--- src/rtl/inert_pkg.sv ---
// Shared types and constants for the pitch interface: sequencer states,
// IMU command words and fusion arithmetic constants.
package inert_pkg;

  typedef enum logic [3:0] {
    INIT_WAIT,
    INIT1,
    INIT2,
    INIT3,
    INIT4,
    IDLE,
    RD_PL,
    RD_PH,
    RD_AL,
    RD_AH
  } state_t;

  // IMU configuration writes, issued in order after the power-up timer
  localparam logic [15:0] INIT_CMD0 = 16'h0D02;
  localparam logic [15:0] INIT_CMD1 = 16'h1053;
  localparam logic [15:0] INIT_CMD2 = 16'h1150;
  localparam logic [15:0] INIT_CMD3 = 16'h1460;

  // Register reads for one data-ready service
  localparam logic [15:0] RD_PTCHL = 16'hA200;
  localparam logic [15:0] RD_PTCHH = 16'hA300;
  localparam logic [15:0] RD_AZL   = 16'hAC00;
  localparam logic [15:0] RD_AZH   = 16'hAD00;

  // Complementary-filter constants
  localparam int FUSION_STEP = 1024;
  localparam int ACC_GAIN    = 327;

endpackage

--- src/rtl/inertial_integrator.sv ---
// Fusion integrator: turns the four captured IMU bytes into a bias-corrected
// pitch rate and an integrated pitch, nudged toward the accelerometer
// estimate by a fixed step each sample. vld marks the cycle outputs refresh.
module inertial_integrator
  import inert_pkg::*;
#(
  parameter logic [15:0] PTCH_RT_OFFSET = 16'h0050,
  parameter logic [15:0] AZ_OFFSET      = 16'h00A0
) (
  input  logic        clk,
  input  logic        rst_n,
  input  logic        upd,
  input  logic [7:0]  pitch_l,
  input  logic [7:0]  pitch_h,
  input  logic [7:0]  az_l,
  input  logic [7:0]  az_h,
  output logic [15:0] ptch,
  output logic [15:0] ptch_rt,
  output logic        vld
);

  logic [15:0]        rt_c;
  logic [15:0]        az_c;
  logic signed [25:0] acc_prod;
  logic signed [15:0] ptch_acc;
  logic [26:0]        fusion;
  logic [26:0]        ptch_int;
  logic [26:0]        ptch_int_nxt;

  // Sample arithmetic: bias removal, accel-derived pitch and next integrator value
  always_comb begin
    rt_c     = {pitch_h, pitch_l} - PTCH_RT_OFFSET;
    az_c     = {az_h, az_l} - AZ_OFFSET;
    acc_prod = $signed({{10{az_c[15]}}, az_c}) * $signed(26'(ACC_GAIN));
    // arithmetic shift then truncate == sign-extended acc_prod[25:13]
    ptch_acc = 16'(acc_prod >>> 13);
    fusion   = (ptch_acc > $signed(ptch)) ? 27'(FUSION_STEP) : 27'(-FUSION_STEP);
    ptch_int_nxt = ptch_int - {{11{rt_c[15]}}, rt_c} + fusion;
  end

  // Integrator and output registers; ptch loads from the new integrator value
  // so ptch, ptch_rt and vld all change on the same edge
  always_ff @(posedge clk or negedge rst_n) begin
    if (!rst_n) begin
      ptch_int <= '0;
      ptch     <= '0;
      ptch_rt  <= '0;
      vld      <= 1'b0;
    end else begin
      vld <= upd;
      if (upd) begin
        ptch_int <= ptch_int_nxt;
        ptch     <= ptch_int_nxt[26:11];
        ptch_rt  <= rt_c;
      end
    end
  end

endmodule

--- src/rtl/inert_intf.sv ---
// IMU producer for the balance controller: configures the IMU over the SPI
// master after a power-up delay, then reads pitch rate and Z-accel on each
// data-ready interrupt and hands the bytes to the fusion integrator.
module inert_intf
  import inert_pkg::*;
#(
  parameter bit          FAST_SIM       = 1'b1,
  parameter logic [15:0] PTCH_RT_OFFSET = 16'h0050,
  parameter logic [15:0] AZ_OFFSET      = 16'h00A0
) (
  input  logic        clk,
  input  logic        rst_n,
  input  logic        INT,
  input  logic        done,
  input  logic [15:0] rd_data,
  output logic        wrt,
  output logic [15:0] cmd,
  output logic [15:0] ptch,
  output logic [15:0] ptch_rt,
  output logic        vld
);

  localparam logic [15:0] TIMER_TC = FAST_SIM ? 16'h03FF : 16'hFFFF;

  state_t      state, state_nxt;
  logic        int_s1, int_sync;
  logic [15:0] timer;
  logic        wrt_nxt;
  logic [15:0] cmd_nxt;
  logic        take;
  logic [7:0]  pitch_l, pitch_h, az_l, az_h;
  logic        upd;

  // A done arriving while wrt is still high cannot belong to the command
  // just issued, so it is not accepted as a completion
  assign take = done && !wrt;

  // Two-flop synchronizer for the asynchronous data-ready line
  always_ff @(posedge clk or negedge rst_n) begin
    if (!rst_n) begin
      int_s1   <= 1'b0;
      int_sync <= 1'b0;
    end else begin
      int_s1   <= INT;
      int_sync <= int_s1;
    end
  end

  // Power-up delay timer, runs only while waiting to configure the IMU
  always_ff @(posedge clk or negedge rst_n) begin
    if (!rst_n)                  timer <= '0;
    else if (state == INIT_WAIT) timer <= timer + 16'd1;
    else                         timer <= '0;
  end

  // Sequencer state and registered SPI command outputs
  always_ff @(posedge clk or negedge rst_n) begin
    if (!rst_n) begin
      state <= INIT_WAIT;
      wrt   <= 1'b0;
      cmd   <= '0;
    end else begin
      state <= state_nxt;
      wrt   <= wrt_nxt;
      cmd   <= cmd_nxt;
    end
  end

  // Next-state and command selection
  always_comb begin
    state_nxt = state;
    wrt_nxt   = 1'b0;
    cmd_nxt   = cmd;
    unique case (state)
      INIT_WAIT: if (timer == TIMER_TC) begin
        wrt_nxt = 1'b1; cmd_nxt = INIT_CMD0; state_nxt = INIT1;
      end
      INIT1: if (take) begin
        wrt_nxt = 1'b1; cmd_nxt = INIT_CMD1; state_nxt = INIT2;
      end
      INIT2: if (take) begin
        wrt_nxt = 1'b1; cmd_nxt = INIT_CMD2; state_nxt = INIT3;
      end
      INIT3: if (take) begin
        wrt_nxt = 1'b1; cmd_nxt = INIT_CMD3; state_nxt = INIT4;
      end
      INIT4: if (take) state_nxt = IDLE;
      IDLE: if (int_sync) begin
        wrt_nxt = 1'b1; cmd_nxt = RD_PTCHL; state_nxt = RD_PL;
      end
      RD_PL: if (take) begin
        wrt_nxt = 1'b1; cmd_nxt = RD_PTCHH; state_nxt = RD_PH;
      end
      RD_PH: if (take) begin
        wrt_nxt = 1'b1; cmd_nxt = RD_AZL; state_nxt = RD_AL;
      end
      RD_AL: if (take) begin
        wrt_nxt = 1'b1; cmd_nxt = RD_AZH; state_nxt = RD_AH;
      end
      RD_AH: if (take) state_nxt = IDLE;
      default: state_nxt = INIT_WAIT;
    endcase
  end

  // Capture the low byte of each read and flag a complete sample
  always_ff @(posedge clk or negedge rst_n) begin
    if (!rst_n) begin
      pitch_l <= '0;
      pitch_h <= '0;
      az_l    <= '0;
      az_h    <= '0;
      upd     <= 1'b0;
    end else begin
      upd <= take && (state == RD_AH);
      if (take) begin
        case (state)
          RD_PL:   pitch_l <= rd_data[7:0];
          RD_PH:   pitch_h <= rd_data[7:0];
          RD_AL:   az_l    <= rd_data[7:0];
          RD_AH:   az_h    <= rd_data[7:0];
          default: ;
        endcase
      end
    end
  end

  inertial_integrator #(
    .PTCH_RT_OFFSET (PTCH_RT_OFFSET),
    .AZ_OFFSET      (AZ_OFFSET)
  ) u_integrator (
    .clk     (clk),
    .rst_n   (rst_n),
    .upd     (upd),
    .pitch_l (pitch_l),
    .pitch_h (pitch_h),
    .az_l    (az_l),
    .az_h    (az_h),
    .ptch    (ptch),
    .ptch_rt (ptch_rt),
    .vld     (vld)
  );

endmodule

--- config.mk ---
export PLATFORM = sky130hd
export DESIGN_NAME = inert_intf
export DESIGN_NICKNAME = d
export VERILOG_FILES = /design/src/rtl/inert_pkg.sv /design/src/rtl/inertial_integrator.sv /design/src/rtl/inert_intf.sv
export SDC_FILE = /design/constraint.sdc
export NUM_CORES = 1
export LEC_CHECK = 0
export BUFFER_PORTS_ARGS = -buffer_cell sky130_fd_sc_hd__buf_2
export CORE_MARGIN = 8
export CORE_UTILIZATION = 30
export CTS_BUF_LIST = sky130_fd_sc_hd__clkbuf_8
export DETAILED_ROUTE_END_ITERATION = 12
export REMOVE_ABC_BUFFERS = 1
export SLEW_MARGIN = 15
export SYNTH_ARGS = -nofsm -noshare
export SYNTH_HDL_FRONTEND = slang
export SYNTH_SLANG_ARGS = --single-unit
--- constraint.sdc ---
create_clock -name clk -period 12.85 [get_ports clk]
set_input_delay 2.57 -clock clk [delete_from_list [all_inputs] [get_ports clk]]
set_output_delay 2.57 -clock clk [all_outputs]
set_load 0.005 [all_outputs]
* Word level (Yosys, flattened, before mapping) *
Cells that the tools add are included.

word-level totals
  flip-flop bits (word level) = 132
  latch bits = 0
  RAM bits = 0
  ROM bits = 0
  input port bits = 20
  output and inout port bits = 50
  word-level logic and storage cells = 79
  memories kept = 0

cells by class
  $add $sub $neg = 5
  multipliers = 1
  div/mod/pow operators = 0
  magnitude comparators = 1
  equal/unequal tests = 19
  shifts and indexed selects = 0
  muxes and demuxes = 25
  bitwise operators = 0
  reductions and logical operators = 13

operator list
  cell                                                                     number
  16-bit 2-to-1 mux                                                        9
  16-bit one-hot mux with 8 select lines                                   1
  4-bit 2-to-1 mux                                                         9
  4-bit one-hot mux with 9 select lines                                    1
  27-bit adder                                                             1
  27-bit 2-to-1 mux                                                        1
  27-bit subtractor                                                        1
  16-bit by 10-bit multiplier with 26-bit output, second input constant    1
  9-bit AND reduction                                                      2
  16-bit by 1-bit adder with 16-bit output, second input constant          1
  16-bit by 10-bit equality test with 1-bit output, second input constant  1
  4-bit by 3-bit equality test with 1-bit output, second input constant    4
  13-bit by 16-bit greater-than comparator with 1-bit output               1
  16-bit by 7-bit subtractor with 16-bit output, second input constant     1
  16-bit by 8-bit subtractor with 16-bit output, second input constant     1
  2-bit inequality test, second input constant                             7
  4-bit by 2-bit equality test with 1-bit output, second input constant    2
  4-bit equality test, second input constant                               2
  2-bit AND reduction                                                      4
  8-bit nonzero test                                                       1
  6-bit OR reduction                                                       1
  4-bit by 1-bit equality test with 1-bit output, second input constant    1
  4-bit zero test                                                          1
  2-bit by 1-bit inequality test with 1-bit output, second input constant  2
  other kinds (5)                                                          8

* Longest topological paths before layout *
  depth in word-level cells = 5
  mapped depth = 40
  gate-level depth less buffers = 40

* By module *
From an unflattened synthesis, not the netlist that was laid out.

unflattened totals
  cells, all modules = 1009
  area, all modules = 9893.2 µm²

modules (own cells, without submodules)
  module               times used  cells each  area an instance (µm²)  seq. area each (µm²)
  inertial_integrator  1           760         6892.9                  1101.1
  inert_intf           1           249         3000.4                  1651.6

* Worst setup path before layout *
Ideal clock, no wire load.

  path type = register to register
  start = reg az_h[2]
  end = reg u_integrator.ptch[8]
  setup time = 0.138 ns
  data arrival time = 10.259 ns
  required time = 12.712 ns
  path slack = 2.452 ns
  cell stages (with the launch flop) = 38
  buffers on the path = 0
  period minus slack after synthesis = 10.398 ns
  path through = dfrtp_1 or4_1 nor3_1 nand2_1 xor2_1 inv_1 ha_1 ha_1 fa_1 fa_1 inv_1 fa_1 inv_1 ha_1 a21oi_1 nor2_1 a211oi_1 o31a_1 (+2 left out) xnor2_1 ha_1 nand3_1 nor4_1 a21boi_0 or3_1 mux2_2 fa_1 ha_1 and4_1 a21oi_1 o211ai_1 a211oi_1 nor2_1 a21o_1 a21oi_1 xor2_1 mux2i_1

between the ends
  word-level cells in the longest chain between the ends = 5

RTL lines
  element                                                     RTL line                   text
  start: declaration                                          inert_intf.sv:31           logic [7:0] pitch_l, pitch_h, az_l, az_h;
  start signal: assignment                                    inert_intf.sv:120          RD_AH: az_h <= rd_data[7:0];
  16-bit by 8-bit subtractor with 16-bit output               inertial_integrator.sv:33  az_c = {az_h, az_l} - AZ_OFFSET;
  16-bit by 10-bit multiplier with 26-bit output              inertial_integrator.sv:34  acc_prod = $signed({{10{az_c[15]}}, az_c}) * $signed(26'(ACC_GAIN));
  13-bit by 16-bit greater-than comparator with 1-bit output  inertial_integrator.sv:37  fusion = (ptch_acc > $signed(ptch)) ? 27'(FUSION_STEP) : 27'(-FUSION_STEP);
  27-bit 2-to-1 mux                                           inertial_integrator.sv:37
  27-bit adder                                                inertial_integrator.sv:38  ptch_int_nxt = ptch_int - {{11{rt_c[15]}}, rt_c} + fusion;
  end signal: assignment                                      inertial_integrator.sv:53  ptch <= ptch_int_nxt[26:11];
  end: declaration                                            inertial_integrator.sv:17  output logic [15:0] ptch,

No other way between the ends.
A chain may end at the register's enable or synchronous reset.

* Worst setup path after layout *
  start = reg az_l[5]
  end = reg u_integrator.ptch[8]

between the ends
  word-level cells in the longest chain between the ends = 5

RTL lines
  element                                                     RTL line                   text
  start: declaration                                          inert_intf.sv:31
  start signal: assignment                                    inert_intf.sv:119          RD_AL: az_l <= rd_data[7:0];
  16-bit by 8-bit subtractor with 16-bit output               inertial_integrator.sv:33
  16-bit by 10-bit multiplier with 26-bit output              inertial_integrator.sv:34
  13-bit by 16-bit greater-than comparator with 1-bit output  inertial_integrator.sv:37
  27-bit 2-to-1 mux                                           inertial_integrator.sv:37
  27-bit adder                                                inertial_integrator.sv:38

No other way between the ends.

==> impl_results.md <==
* Status: finished clean
* CTS tree: built
* FF+latch count, synth at 110
* Syn_area_per_cell at 9.739 µm²
* Vias in the first global route at 6769
* DIE AREA at 37780 µm²
* CTS Hold Bufs at 0
* Post-synthesis sequential area ratio at 28.84%
* Layout cells sized above 1 at 12.24%
* Post-Synthesis Cells at 980
* Final hold vios at 0
* Post-Layout Cell Count at 1426
* Area Overhead vs Synth at 8.338%
* Max-slew violations at 0
* Final Cycle Share at 86.89%
* Worst Slack Setup Final at 1.685 ns
* Initial antenna violation count at 6
* Nets@finish at 1223
* # resized after CTS at 0
* Yosys warns at 0
* Row cnt at 65
* Post-layout util at 32.85%
* Mapped cell area at 9544 µm²
* # placed instances at 1407
* GRT overflow at 0
* Root buffer cell: clkbuf_8
* Largest net degree at the start of global routing at 62
* Cell mode on critical path: ha_1
* RR Endpoint: u_integrator.ptch[8]$_DFFE_PN0P_
* R2r worst-path depth at 38
* Most frequent cell after synthesis: inv_1
* Port Buffers at 57
* Post-synth EDFFs at 0
* Largest fanout on the critical path at 16
* Final Setup Violations at 0
* First-pass GRT wire length at 34030 µm
* Largest stage delay, worst path at 0.58 ns
* Core Box Area at 31470 µm²
* Area leader, netlist: dfrtp_1
* CP Capture Type: register
* Highest Clock Rate at 0.08956 GHz
* Worst-skew pair later-pin latency at 0.40 ns
* Max-slew headroom at 43.82%
* Fin Setup TNS at 0 ns
* # fillers at 3213
* DRC Markers at 0
* Place WS at 1.648 ns
* Min cycle time layout at 11.17 ns
* 1st-pass router iterations at 4
* Top cells by count, synth: 133 x inv_1, 130 x ha_1, 110 x dfrtp_1, 62 x nor2_1, 60 x nand2_1
* Hold WC Path Type: reg2reg
* # clock sinks at 110
* Die span in y at 194.4 µm
* R2R Setup Slk at 1.68 ns
* Max Cap Viol at 0
* CTS Buf Count at 9
* CTS Buffer Depth at 2
* Post-CTS Setup Bufs at 0
* WP data required at 13.11 ns
* Async SR Flop Fraction at 100.0%
* Setup CP Type: reg2reg
* Worst hold stages at 0
* DP HPWL at 16000 µm
* Yosys top cell area share at 28.84%
* Worst-margin pin slew at 0.8396 ns
* RSZ-0062 raised after global routing: false
* GRT Util Overall at 10.89%
* Total wire length at 19910 µm
* Min-Delay Startpoint: int_s1$_DFF_PN0_
* Die W at 194.4 µm
* I/O pins at 70
* Worst-path clk slew at 0.11 ns
* H-tree levels at 3
* Synth area leaders: dfrtp_1 29%, ha_1 17%, fa_1 12%
* Via density at 4.686
* Crit path DAT at 11.42 ns
* GP Congestion at 0.8317
* Detailed router's first-iteration violation count at 315
* DR WL/cell at 13.96 µm
* Antenna Violating Nets Remaining at 0
* Layout Skew at 0.01127 ns
* Initial Utilization at 30.32%
* DR vias at 6682
* Netlist cell types at 60
* WHS Endpoint: int_sync$_DFF_PN0_
* Setup crit start kind: register
* Slowest CP cell: a221oi_1
* Top FF cell, synth: dfrtp_1
* Worst R2R Start: az_l[5]$_DFFE_PN0P_
## worst max-delay path by stage
stage | end | start | cells after the start | slack, ns
2_1_floorplan | u_integrator.ptch[8]$_DFFE_PN0P_ | az_h[2]$_DFFE_PN0P_ | 37 | 2.42
3_3_place_gp | u_integrator.ptch[8]$_DFFE_PN0P_ | az_l[5]$_DFFE_PN0P_ | 38 | 1.65
3_5_place_dp | u_integrator.ptch[8]$_DFFE_PN0P_ | az_l[5]$_DFFE_PN0P_ | 38 | 1.65
4_1_cts | u_integrator.ptch[8]$_DFFE_PN0P_ | az_l[5]$_DFFE_PN0P_ | 38 | 1.61
5_1_grt | u_integrator.ptch[8]$_DFFE_PN0P_ | az_l[5]$_DFFE_PN0P_ | 38 | 0.73
6_report | u_integrator.ptch[8]$_DFFE_PN0P_ | az_l[5]$_DFFE_PN0P_ | 38 | 1.68
## worst max-delay path: cells and delay by family, from the launching register on
family                     cells  cell delay [ns]
muxes                          2             0.63
and+or+nand+nor                8             1.60
buffers and inverters          4             0.47
AOI/OAI and AO/OA             11             3.01
DFF                            1             0.48
xor gates and xnor gates       3             0.96
adders and majority gates     10             3.83
## final cells by class
cell class,count,area [µm²],share of cell area [%]
clock buffer,9,123.9,1.198
antenna,3,7.507,0.07260
clock inverter,7,45.04,0.4356
timing repair buffer,62,325.3,3.146
multi-input combinational,699,6078,58.79
inverter,134,503.0,4.864
tap,402,503.0,4.864
sequential,110,2754,26.63
## registers in the layout, summed over array words and instances (netlist names)
name                   flops
pitch_l                    8
wrt                        1
u_integrator.ptch_rt      16
cmd                       10
u_integrator.ptch         15
int_s1                     1
u_integrator.vld           1
u_integrator.ptch_int     12
upd                        1
az_h                       8
state                      4
pitch_h                    8
int_sync                   1
az_l                       8
timer                     16
## through the flow
stage | area, µm² | hold slack, ns
after global placement | 10160 | 0.3330
after global routing | 10340 | 0.3716
after detailed placement | 10160 | 0.3364
after CTS | 10330 | 0.3618
after floorplan | 9319 | 0.3312
final | 10340 | 0.3582
## layout by cell type, fill, tap and decap left out, drive strengths merged, types with 5 or more instances in the layout
cell | synthesis | layout
nor2b | 8 | 8
o21bai | 5 | 5
xnor2 | 44 | 44
xor2 | 29 | 29
and3 | 7 | 7
nand2b | 11 | 11
nand2 | 60 | 60
a31oi | 8 | 8
nor2 | 62 | 62
mux2i | 5 | 5
or3 | 11 | 11
mux2 | 41 | 41
buf | 28 | 62
nor3 | 9 | 9
o21ai | 46 | 46
nand4 | 7 | 7
a21o | 19 | 19
inv | 133 | 137
o22ai | 6 | 6
o21a | 8 | 8
a21oi | 49 | 49
a211oi | 10 | 10
ha | 130 | 130
clkbuf | 12 | 9
fa | 57 | 57
or4 | 5 | 5
nand3 | 15 | 15
dfrtp | 110 | 110
## logic make-up (layout without fill, tap and decap cells)
group	count (synthesis)	count (layout)	synth area share, %
simple gates	210	210	10.50
compound gates	179	179	11.81
flops	110	110	28.84
xor+xnor	73	73	6.699
buf+inv	174	212	7.748
mux	46	46	5.362
other cells	1	7	0.03929
fa+ha+maj	187	187	29.00
## layer usage
metal  vias up  wire length (µm)  track usage, %
li1       3380                 -               -
met1      3182              9683           14.55
met2        97              8865           17.40
met3        17              1142           3.144
met4         6               182           2.122
met5         -                33               0
Power is not shown: default switching activity piles up to over one toggle a cycle in this logic, so the estimate is an artifact.
